### src/rtl/muldiv_pkg.sv
`default_nettype none
// +----------------------------------------------------------------------+
// | muldiv_pkg                                                           |
// | Shared op codes, FSM encoding and default width for the HI/LO        |
// | multiply/divide sequencer.                                           |
// | Revision: 1.0                                                        |
// +----------------------------------------------------------------------+
package muldiv_pkg;

    localparam int DEFAULT_WIDTH = 32;

    localparam logic [1:0] OP_MULT  = 2'b00;
    localparam logic [1:0] OP_MULTU = 2'b01;
    localparam logic [1:0] OP_DIV   = 2'b10;
    localparam logic [1:0] OP_DIVU  = 2'b11;

    typedef enum logic [1:0] {
        ST_IDLE = 2'd0,
        ST_CALC = 2'd1,
        ST_SIGN = 2'd2,
        ST_DONE = 2'd3
    } state_t;

endpackage : muldiv_pkg
`default_nettype wire

### src/rtl/muldiv_step.sv
`default_nettype none
// +----------------------------------------------------------------------+
// | muldiv_step                                                          |
// | One radix-2 iteration: add-shift (multiply) or restoring             |
// | subtract-compare (divide), selected by is_div.                       |
// | Revision: 1.0                                                        |
// +----------------------------------------------------------------------+
module muldiv_step #(
    parameter int WIDTH = 32
) (
    input  logic             is_div,
    input  logic [WIDTH:0]   acc_hi,
    input  logic [WIDTH-1:0] acc_lo,
    input  logic [WIDTH-1:0] operand,
    output logic [WIDTH:0]   nxt_hi,
    output logic [WIDTH-1:0] nxt_lo
);

    logic [WIDTH:0] w_operand_ext;
    logic [WIDTH:0] w_addend;
    logic [WIDTH:0] w_sum;
    logic [WIDTH:0] w_shifted;
    logic [WIDTH:0] w_diff;
    logic           w_ge;

    always_comb begin
        w_operand_ext = {1'b0, operand};

        // Multiply: acc_hi[WIDTH] is always clear, so the sum never overflows WIDTH+1 bits.
        w_addend = acc_lo[0] ? w_operand_ext : '0;
        w_sum    = acc_hi + w_addend;

        w_shifted = {acc_hi[WIDTH-1:0], acc_lo[WIDTH-1]};
        w_ge      = (w_shifted >= w_operand_ext);
        w_diff    = w_shifted - w_operand_ext;

        if (is_div) begin
            nxt_hi = w_ge ? w_diff : w_shifted;
            nxt_lo = {acc_lo[WIDTH-2:0], w_ge};
        end else begin
            nxt_hi = {1'b0, w_sum[WIDTH:1]};
            nxt_lo = {w_sum[0], acc_lo[WIDTH-1:1]};
        end
    end

endmodule : muldiv_step
`default_nettype wire

### src/rtl/muldiv_seq.sv
`default_nettype none
// +----------------------------------------------------------------------+
// | muldiv_seq                                                           |
// | Multi-cycle mult/multu/div/divu sequencer driving the HI/LO pair;    |
// | stalls the pipeline while iterating one bit per cycle.               |
// | Revision: 1.0                                                        |
// +----------------------------------------------------------------------+
module muldiv_seq
    import muldiv_pkg::*;
#(
    parameter int WIDTH = DEFAULT_WIDTH
) (
    input  logic             clk,
    input  logic             rst_n,
    input  logic             start,
    input  logic [1:0]       op,
    input  logic [WIDTH-1:0] a,
    input  logic [WIDTH-1:0] b,
    input  logic             flush,
    output logic             busy,
    output logic             done,
    output logic             hilo_we,
    output logic [WIDTH-1:0] hi,
    output logic [WIDTH-1:0] lo,
    output logic             dz
);

    localparam int CNT_W = (WIDTH > 1) ? $clog2(WIDTH) : 1;

    state_t           r_state;
    logic [1:0]       r_op;
    logic [WIDTH:0]   r_acc_hi;
    logic [WIDTH-1:0] r_acc_lo;
    logic [WIDTH-1:0] r_operand;
    logic [CNT_W-1:0] r_cnt;
    logic             r_sign_q;
    logic             r_sign_r;
    logic             r_div0;
    logic [WIDTH-1:0] r_hi;
    logic [WIDTH-1:0] r_lo;
    logic             r_dz;

    logic             w_signed_in;
    logic [WIDTH-1:0] w_a_mag;
    logic [WIDTH-1:0] w_b_mag;
    logic [WIDTH:0]   w_step_hi;
    logic [WIDTH-1:0] w_step_lo;
    logic             w_signed_op;
    logic [2*WIDTH-1:0] w_prod;
    logic [WIDTH-1:0] w_rem;
    logic [WIDTH-1:0] w_res_hi;
    logic [WIDTH-1:0] w_res_lo;

    assign w_signed_in = ~op[0];
    assign w_a_mag     = (w_signed_in && a[WIDTH-1]) ? -a : a;
    assign w_b_mag     = (w_signed_in && b[WIDTH-1]) ? -b : b;

    muldiv_step #(
        .WIDTH (WIDTH)
    ) u_step (
        .is_div  (r_op[1]),
        .acc_hi  (r_acc_hi),
        .acc_lo  (r_acc_lo),
        .operand (r_operand),
        .nxt_hi  (w_step_hi),
        .nxt_lo  (w_step_lo)
    );

    // Sign fix-up. For divide-by-zero the remainder equals |a|, so the normal
    // dividend-sign correction restores the raw a for hi.
    always_comb begin
        w_signed_op = ~r_op[0];
        w_prod      = {r_acc_hi[WIDTH-1:0], r_acc_lo};
        w_rem       = r_acc_hi[WIDTH-1:0];
        if (!r_op[1]) begin
            if (w_signed_op && r_sign_q) begin
                w_prod = -w_prod;
            end
            w_res_hi = w_prod[2*WIDTH-1:WIDTH];
            w_res_lo = w_prod[WIDTH-1:0];
        end else begin
            if (r_div0) begin
                w_res_lo = '1;
            end else if (w_signed_op && r_sign_q) begin
                w_res_lo = -r_acc_lo;
            end else begin
                w_res_lo = r_acc_lo;
            end
            w_res_hi = (w_signed_op && r_sign_r) ? -w_rem : w_rem;
        end
    end

    always_ff @(posedge clk or negedge rst_n) begin
        if (!rst_n) begin
            r_state   <= ST_IDLE;
            r_op      <= OP_MULT;
            r_acc_hi  <= '0;
            r_acc_lo  <= '0;
            r_operand <= '0;
            r_cnt     <= '0;
            r_sign_q  <= 1'b0;
            r_sign_r  <= 1'b0;
            r_div0    <= 1'b0;
            r_hi      <= '0;
            r_lo      <= '0;
            r_dz      <= 1'b0;
        end else if (flush) begin
            r_state <= ST_IDLE;
        end else begin
            case (r_state)
                ST_IDLE, ST_DONE: begin
                    if (start) begin
                        r_op      <= op;
                        r_acc_hi  <= '0;
                        // Divide iterates on the dividend; multiply shifts the multiplier out.
                        r_acc_lo  <= op[1] ? w_a_mag : w_b_mag;
                        r_operand <= op[1] ? w_b_mag : w_a_mag;
                        r_sign_q  <= a[WIDTH-1] ^ b[WIDTH-1];
                        r_sign_r  <= a[WIDTH-1];
                        r_div0    <= op[1] && (b == '0);
                        r_cnt     <= CNT_W'(WIDTH - 1);
                        r_state   <= ST_CALC;
                    end else begin
                        r_state <= ST_IDLE;
                    end
                end
                ST_CALC: begin
                    r_acc_hi <= w_step_hi;
                    r_acc_lo <= w_step_lo;
                    r_cnt    <= r_cnt - CNT_W'(1);
                    if (r_cnt == '0) begin
                        r_state <= ST_SIGN;
                    end
                end
                ST_SIGN: begin
                    r_hi    <= w_res_hi;
                    r_lo    <= w_res_lo;
                    r_dz    <= r_div0;
                    r_state <= ST_DONE;
                end
                default: begin
                    r_state <= ST_IDLE;
                end
            endcase
        end
    end

    assign busy    = (r_state == ST_CALC) || (r_state == ST_SIGN);
    assign done    = (r_state == ST_DONE);
    assign hilo_we = done;
    assign hi      = r_hi;
    assign lo      = r_lo;
    assign dz      = r_dz;

endmodule : muldiv_seq
`default_nettype wire

### config.mk
export PLATFORM = sky130hd
export DESIGN_NAME = muldiv_seq
export DESIGN_NICKNAME = d
export VERILOG_FILES = /design/src/rtl/muldiv_pkg.sv /design/src/rtl/muldiv_step.sv /design/src/rtl/muldiv_seq.sv
export SDC_FILE = /design/constraint.sdc
export NUM_CORES = 1
export LEC_CHECK = 0
export CAP_MARGIN = 20
export CORE_MARGIN = 8
export CORE_UTILIZATION = 59
export DETAILED_ROUTE_END_ITERATION = 6
export PLACE_DENSITY = 0.92
export SKIP_CTS_REPAIR_TIMING = 1
export SYNTH_ARGS = -nofsm -noshare
export SYNTH_HDL_FRONTEND = slang
export SYNTH_SLANG_ARGS = --single-unit
### constraint.sdc
create_clock -name clk -period 4.52 [get_ports clk]
set_input_delay 0.904 -clock clk [delete_from_list [all_inputs] [get_ports clk]]
set_output_delay 0.904 -clock clk [all_outputs]
set_load 0.02 [all_outputs]
==> run metrics <==
drt wl/cell approximately 21 um; Die W 174 um; share of layout cells above drive strength 1 0.0669; largest fanout on the critical path 14; Total GRT Usage 0.309; minimum clock period 4.11 ns; Slew @ Worst Pin approximately 0.97 ns; initial antenna violation count 0; hold crit path type flop to flop; switching share of total power 0.511; leakage 7.42 nW; final setup margin 0.406 ns; # clock sinks about 170; grt met3 use 0.0728; Avg Inst Size Synth around 7.7 um^2; Final Setup Violations 0; Switch Pwr approximately 6.6 mW; Top-Level Pins ~140; wirelength, routed 48200 um; GP Congestion ~1.0; P_int ~6.3 mW; placed cell area 16400 um^2; CTS tree done; clock share of power 0.119; setup TNS 0 ns; sequential element share of the synthesized area 0.297; row count 57; Reg clk slew, reported paths 0.08 ns; Netlist Area Pre-Place roughly 15000 um^2; final-stage net count 2134; Max Fclk ~0.24 GHz; CTS Buf Count 17; Required @ worst endpoint just under 5 ns; flops & latches, synth between 150 and 200; die height 174 um; 1st-pass router iterations 5; Clock Skews roughly 0.019 ns; gr busiest metal met2; RSZ-0062 raised after global routing no; Layout area overhead 15.9%; Startpoint Class flop; VDD IR max approximately 0.52 mV; Final ANT Viol Nets 0; Max-slew headroom 0.349; Finished Cell Area roughly 17000 um^2; H-tree depth 4; gr ovfl total 0; Seq pwr share 0.233; worst skew pair latency approximately 0.45 ns; Final Hold Viols 0; EDFF count, synth 0; Warnings, synthesis 0; crit end category flop; Max-Cap Viols 0; full die area around 30000 um^2; core box area approximately 24000 um^2; total power about 13 mW; grt met2 use 0.482; Gate power share 0.647; fin crit share 0.910; Crit path arrival time approximately 4.4 ns; drt drc 0; first-pass GRT wire length 76500 um; clk root buf clkbuf_16; 1st-iter DRT viols approximately 1800; post-synth cell types 77; post-route core utilization 0.697; largest net degree at the start of global routing 96; vias per cell around 6.5; Pins Over Slew Limit 0; PwrDens around 760 nW/um^2; post-DP HPWL roughly 37000 um; Crit Path Class flop to flop; vias in the first global route between 10000 and 15000; DP Worst Slack 0.495 ns; Async S/R FF share, synth 1.00; Mapped Cells 1898; Max clock buf depth 2; routing usage on met1 0.400; Post-Syn Nets 2043; status finished clean; via count ~15000; Main synth FF type dfrtp_1; port bufs 137; Initial Util 0.602
worst max-delay path, cell delays in order (launching register included):
cell	delay [ns]
dfrtp_1	0.45
inv_1	0.42
nor2_1	0.16
ha_1	0.37
a21oi_1	0.27
nand2_1	0.11
o21ai_0	0.42
nand3_1	0.23
a2111oi_0	0.44
buf_4	0.20
o31ai_1	0.08
buf_4	0.17
a311oi_1	0.30
xor2_1	0.21
o221ai_1	0.14
power by group through the flow:
stage / sequential (mW) / clock, mW / combinational, mW
floorplan: 3.03 / 0 / 5.58
global placement: 2.96 / 0 / 7.95
detailed placement: 3.00 / 0 / 8.13
CTS: 2.97 / 1.54 / 8.21
global route: 3.09 / 1.60 / 9.12
finish: 3.01 / 1.54 / 8.36
cell type report:
type	count	area, um^2
multi-input combinational	1549	9670
fill	2007	7380
sequential	174	4360
timing repair buffer	179	1720
clock buffer	17	425
tap	324	405
inverter	68	255
clock inverter	15	173
antenna	1	2.50
flip-flops by register name (all words and copies together) (netlist names):
register   cells
r_acc_hi      33
r_div0         1
r_sign_q       1
r_sign_r       1
lo            32
r_op           2
r_operand     32
r_state        2
r_acc_lo      32
r_cnt          5
dz             1
hi            32
metrics by stage:
step,hold WS (ns),std cells
5_1_grt,0.508,2326
6_report,0.474,2327
3_5_place_dp,0.456,2294
3_3_place_gp,0.455,2294
2_1_floorplan,0.438,1898
4_1_cts,0.472,2326
logic make-up (layout without fill, tap and decap cells):
family / Yosys count / in the layout / share of synthesized area
and+or+nand+nor: 604 / 604 / 0.186
AOI/OAI and AO/OA: 644 / 644 / 0.265
adders and majority gates: 75 / 75 / 0.0650
DFF: 174 / 174 / 0.297
muxes: 54 / 54 / 0.0393
buffers and inverters: 175 / 279 / 0.0459
other: 0 / 1 / 0
xor gates and xnor gates: 172 / 172 / 0.103
cells in the mapped netlist, types with 17 or more instances:
cell,n,share of area
a21o_1,36,0.018
dfrtp_1,174,0.30
inv_1,67,0.017
ha_1,73,0.062
nor2b_1,17,0.0072
clkbuf_1,96,0.025
nor3_1,27,0.0092
xor2_1,95,0.057
a211oi_1,46,0.024
nor4_1,19,0.0081
xnor2_1,77,0.046
mux2_2,29,0.022
a31oi_1,17,0.0072
o31ai_1,29,0.015
nand2_1,191,0.049
nor2_1,230,0.059
nand3_1,23,0.0078
o21ai_0,181,0.062
a21oi_1,227,0.077
mux2i_1,25,0.017
nand4_1,17,0.0072
path summary, 6_finish.rpt:
path,start,endpoint,slack (ns),cells after the start
worst max-delay path,r_acc_lo[0],r_acc_hi[25],0.41,14
worst min-delay path,r_sign_r,r_sign_r,0.47,2
worst max register to register,r_acc_lo[0],r_acc_hi[25],0.41,14
worst min register to register,r_sign_r,r_sign_r,0.47,2
max in group asynchronous,rst_n,r_cnt[2],3.05,2
min in group asynchronous,rst_n,hi[11],0.56,1
placed cells by master, fill, tap and decap left out, types with 17 or more instances in the layout:
master,Yosys,routed
mux2_2,29,29
a31oi_1,17,17
dfrtp_1,174,173
xor2_1,95,95
a21oi_1,227,226
nor2_1,230,228
nand3_1,23,23
o31ai_1,29,29
buf_4,1,39
o21ai_0,181,181
inv_1,67,67
clkbuf_16,0,17
nor3_1,27,27
ha_1,73,72
nand2_1,191,191
xnor2_1,77,77
clkdlybuf4s50_1,0,135
nor4_1,19,19
a211oi_1,46,46
a21o_1,36,35
nand4_1,17,17
mux2i_1,25,25
layer usage:
layer | vias to the layer above | wire, um | part of all wire
li1 | 6990 | - | -
met1 | 7202 | 19900 | 0.41
met2 | 807 | 21900 | 0.45
met3 | 130 | 4620 | 0.096
met4 | 0 | 1790 | 0.037
met5 | - | 0 | 0
Note: power is estimated with default switching activity, not from simulation.
==> RTL edit: new RTL, same flow settings <==
Add an input register stage for `start`, `op`, `a`, `b` and `flush`; this delays them by one clock.
--- a/src/rtl/muldiv_seq.sv
+++ b/src/rtl/muldiv_seq.sv
@@ -27,6 +27,20 @@
 
     localparam int CNT_W = (WIDTH > 1) ? $clog2(WIDTH) : 1;
 
+    logic start_q;
+    logic [1:0] op_q;
+    logic [WIDTH-1:0] a_q;
+    logic [WIDTH-1:0] b_q;
+    logic flush_q;
+
+    always_ff @(posedge clk) begin
+        start_q <= start;
+        op_q    <= op;
+        a_q     <= a;
+        b_q     <= b;
+        flush_q <= flush;
+    end
+
     state_t           r_state;
     logic [1:0]       r_op;
     logic [WIDTH:0]   r_acc_hi;
@@ -51,9 +65,9 @@
     logic [WIDTH-1:0] w_res_hi;
     logic [WIDTH-1:0] w_res_lo;
 
-    assign w_signed_in = ~op[0];
-    assign w_a_mag     = (w_signed_in && a[WIDTH-1]) ? -a : a;
-    assign w_b_mag     = (w_signed_in && b[WIDTH-1]) ? -b : b;
+    assign w_signed_in = ~op_q[0];
+    assign w_a_mag     = (w_signed_in && a_q[WIDTH-1]) ? -a_q : a_q;
+    assign w_b_mag     = (w_signed_in && b_q[WIDTH-1]) ? -b_q : b_q;
 
     muldiv_step #(
         .WIDTH (WIDTH)
@@ -104,20 +118,20 @@
             r_hi      <= '0;
             r_lo      <= '0;
             r_dz      <= 1'b0;
-        end else if (flush) begin
+        end else if (flush_q) begin
             r_state <= ST_IDLE;
         end else begin
             case (r_state)
                 ST_IDLE, ST_DONE: begin
-                    if (start) begin
-                        r_op      <= op;
+                    if (start_q) begin
+                        r_op      <= op_q;
                         r_acc_hi  <= '0;
                         // Divide iterates on the dividend; multiply shifts the multiplier out.
-                        r_acc_lo  <= op[1] ? w_a_mag : w_b_mag;
-                        r_operand <= op[1] ? w_b_mag : w_a_mag;
-                        r_sign_q  <= a[WIDTH-1] ^ b[WIDTH-1];
-                        r_sign_r  <= a[WIDTH-1];
-                        r_div0    <= op[1] && (b == '0);
+                        r_acc_lo  <= op_q[1] ? w_a_mag : w_b_mag;
+                        r_operand <= op_q[1] ? w_b_mag : w_a_mag;
+                        r_sign_q  <= a_q[WIDTH-1] ^ b_q[WIDTH-1];
+                        r_sign_r  <= a_q[WIDTH-1];
+                        r_div0    <= op_q[1] && (b_q == '0);
                         r_cnt     <= CNT_W'(WIDTH - 1);
                         r_state   <= ST_CALC;
                     end else begin
Behaviour: not the same (Yosys sat finds a counterexample within 4 cycles, from zero or initial values and one cycle with rst_n low).
==> RTL edit against the unedited design <==
Via count is 3.3% higher. Global-route usage is 1.2 points lower. Synthesized cell count is 5.1% higher. Clock power up 44%. Critical path depth shrank 2. Sequential cell count rose by 68. Total power rose by 22%. Area after synthesis increased by 11%. Routed wire length grew 4.6%. Largest power group unchanged. Cell area up 11%. Setup slack improved by 0.20 ns.
==> RTL edit: results (changes against the unedited design) <==
outcome:
  outcome: "finished, final reports clean"  # unchanged
synth:
  synth_nets: 2139  # was 2043
  synthCells: 1994  # was 1898
  synthTopCellsByCount: "nor2_1 (237), a21oi_1 (214), nand2_1 (197), o21ai_0 (186), dfrtp_1 (174)"  # was nor2_1 (230), a21oi_1 (227), nand2_1 (191), o21ai_0 (181), dfrtp_1 (174)
clock_network:
  htreeDepth: 1  # was 4
  cts_buffers: 26  # was 17
  clk_latency_ns: 0.58  # was 0.45 ns
pwr:
  vdd.ir_drop.worst_v: 0.0003555  # was 0.0005231 V
  leakage_nw: 8.104  # was 7.422 nW
global_routing:
  groute.usage.overall_pct: 29.66  # was 30.90%
  grt_max_degree: 111  # was 96
  grt_pass1_vias: 15070  # was 14390
timing:
  hold_ws_ns: 0.3440  # was 0.4740 ns
  worst_slew_margin_rel_pct: 28.60  # was 34.88%
  fin_crit_sh_pct: 86.64  # was 91.03%
worst_setup_path:
  worstPathMaxFanout: 26  # was 14
  critPathArrivalTime_ns: 4.34  # was 4.43 ns
  rr_worst_depth: 12  # was 14
  r2r_start: "r_acc_hi[7]$_DFFE_PN0P_"  # was r_acc_lo[0]$_DFFE_PN0P_
  max_stage_delay_ns: 0.54  # was 0.45 ns
  rr_endpoint: "r_acc_hi[1]$_DFFE_PN0P_"  # was r_acc_hi[25]$_DFFE_PN0P_
detailed_routing:
  routed_wl_um: 50420  # was 48210 µm
  firstDrtPassIters: 6  # was 5
  drt-initial-drc-count: 1911  # was 1811
final_layout:
  fin_nets: 2217  # was 2134
  drive_above_1_share_pct: 7.317  # was 6.693%
  antennaDiodeCount: 0  # was 1
  fin_cells: 2437  # was 2327
place:
  placed_area_um2: 17900  # was 16410 µm²
  place_hpwl_um: 37560  # was 36510 µm
  post-place-ws_ns: 0.7576  # was 0.4947 ns
-- RTL edit: cell families after synthesis --
kind of cell    synth area share, %
mux                           3.516
fa+ha+maj                     5.849
buf+inv                       4.429
simple gates                  17.29
xor+xnor                      9.457
compound gates                24.40
flops                         35.07
-- RTL edit: layout make-up --
cell class / instances / area, µm²
Timing Repair Buffer: 170 / 1658
Tap cell: 346 / 432.9
Inverter: 61 / 229.0
Clock inverter: 18 / 192.7
Clock buffer: 29 / 704.4
Fill cell: 2083 / 8656
Sequential cell: 242 / 5720
Multi-Input combinational cell: 1571 / 9883
-- RTL edit: routing by layer --
metal | GRT usage [%] | up-vias
met1 | 39.57 | 7410
met3 | 4.653 | 162
met4 | 13.55 | 0
met2 | 46.93 | 817
li1 | - | 7246
met5 | 0 | -
-- RTL edit: report_power, final --
part	internal [mW]	switching, mW
clock	1.26	0.958
combinational	3.92	5.69
sequential	2.90	0.973
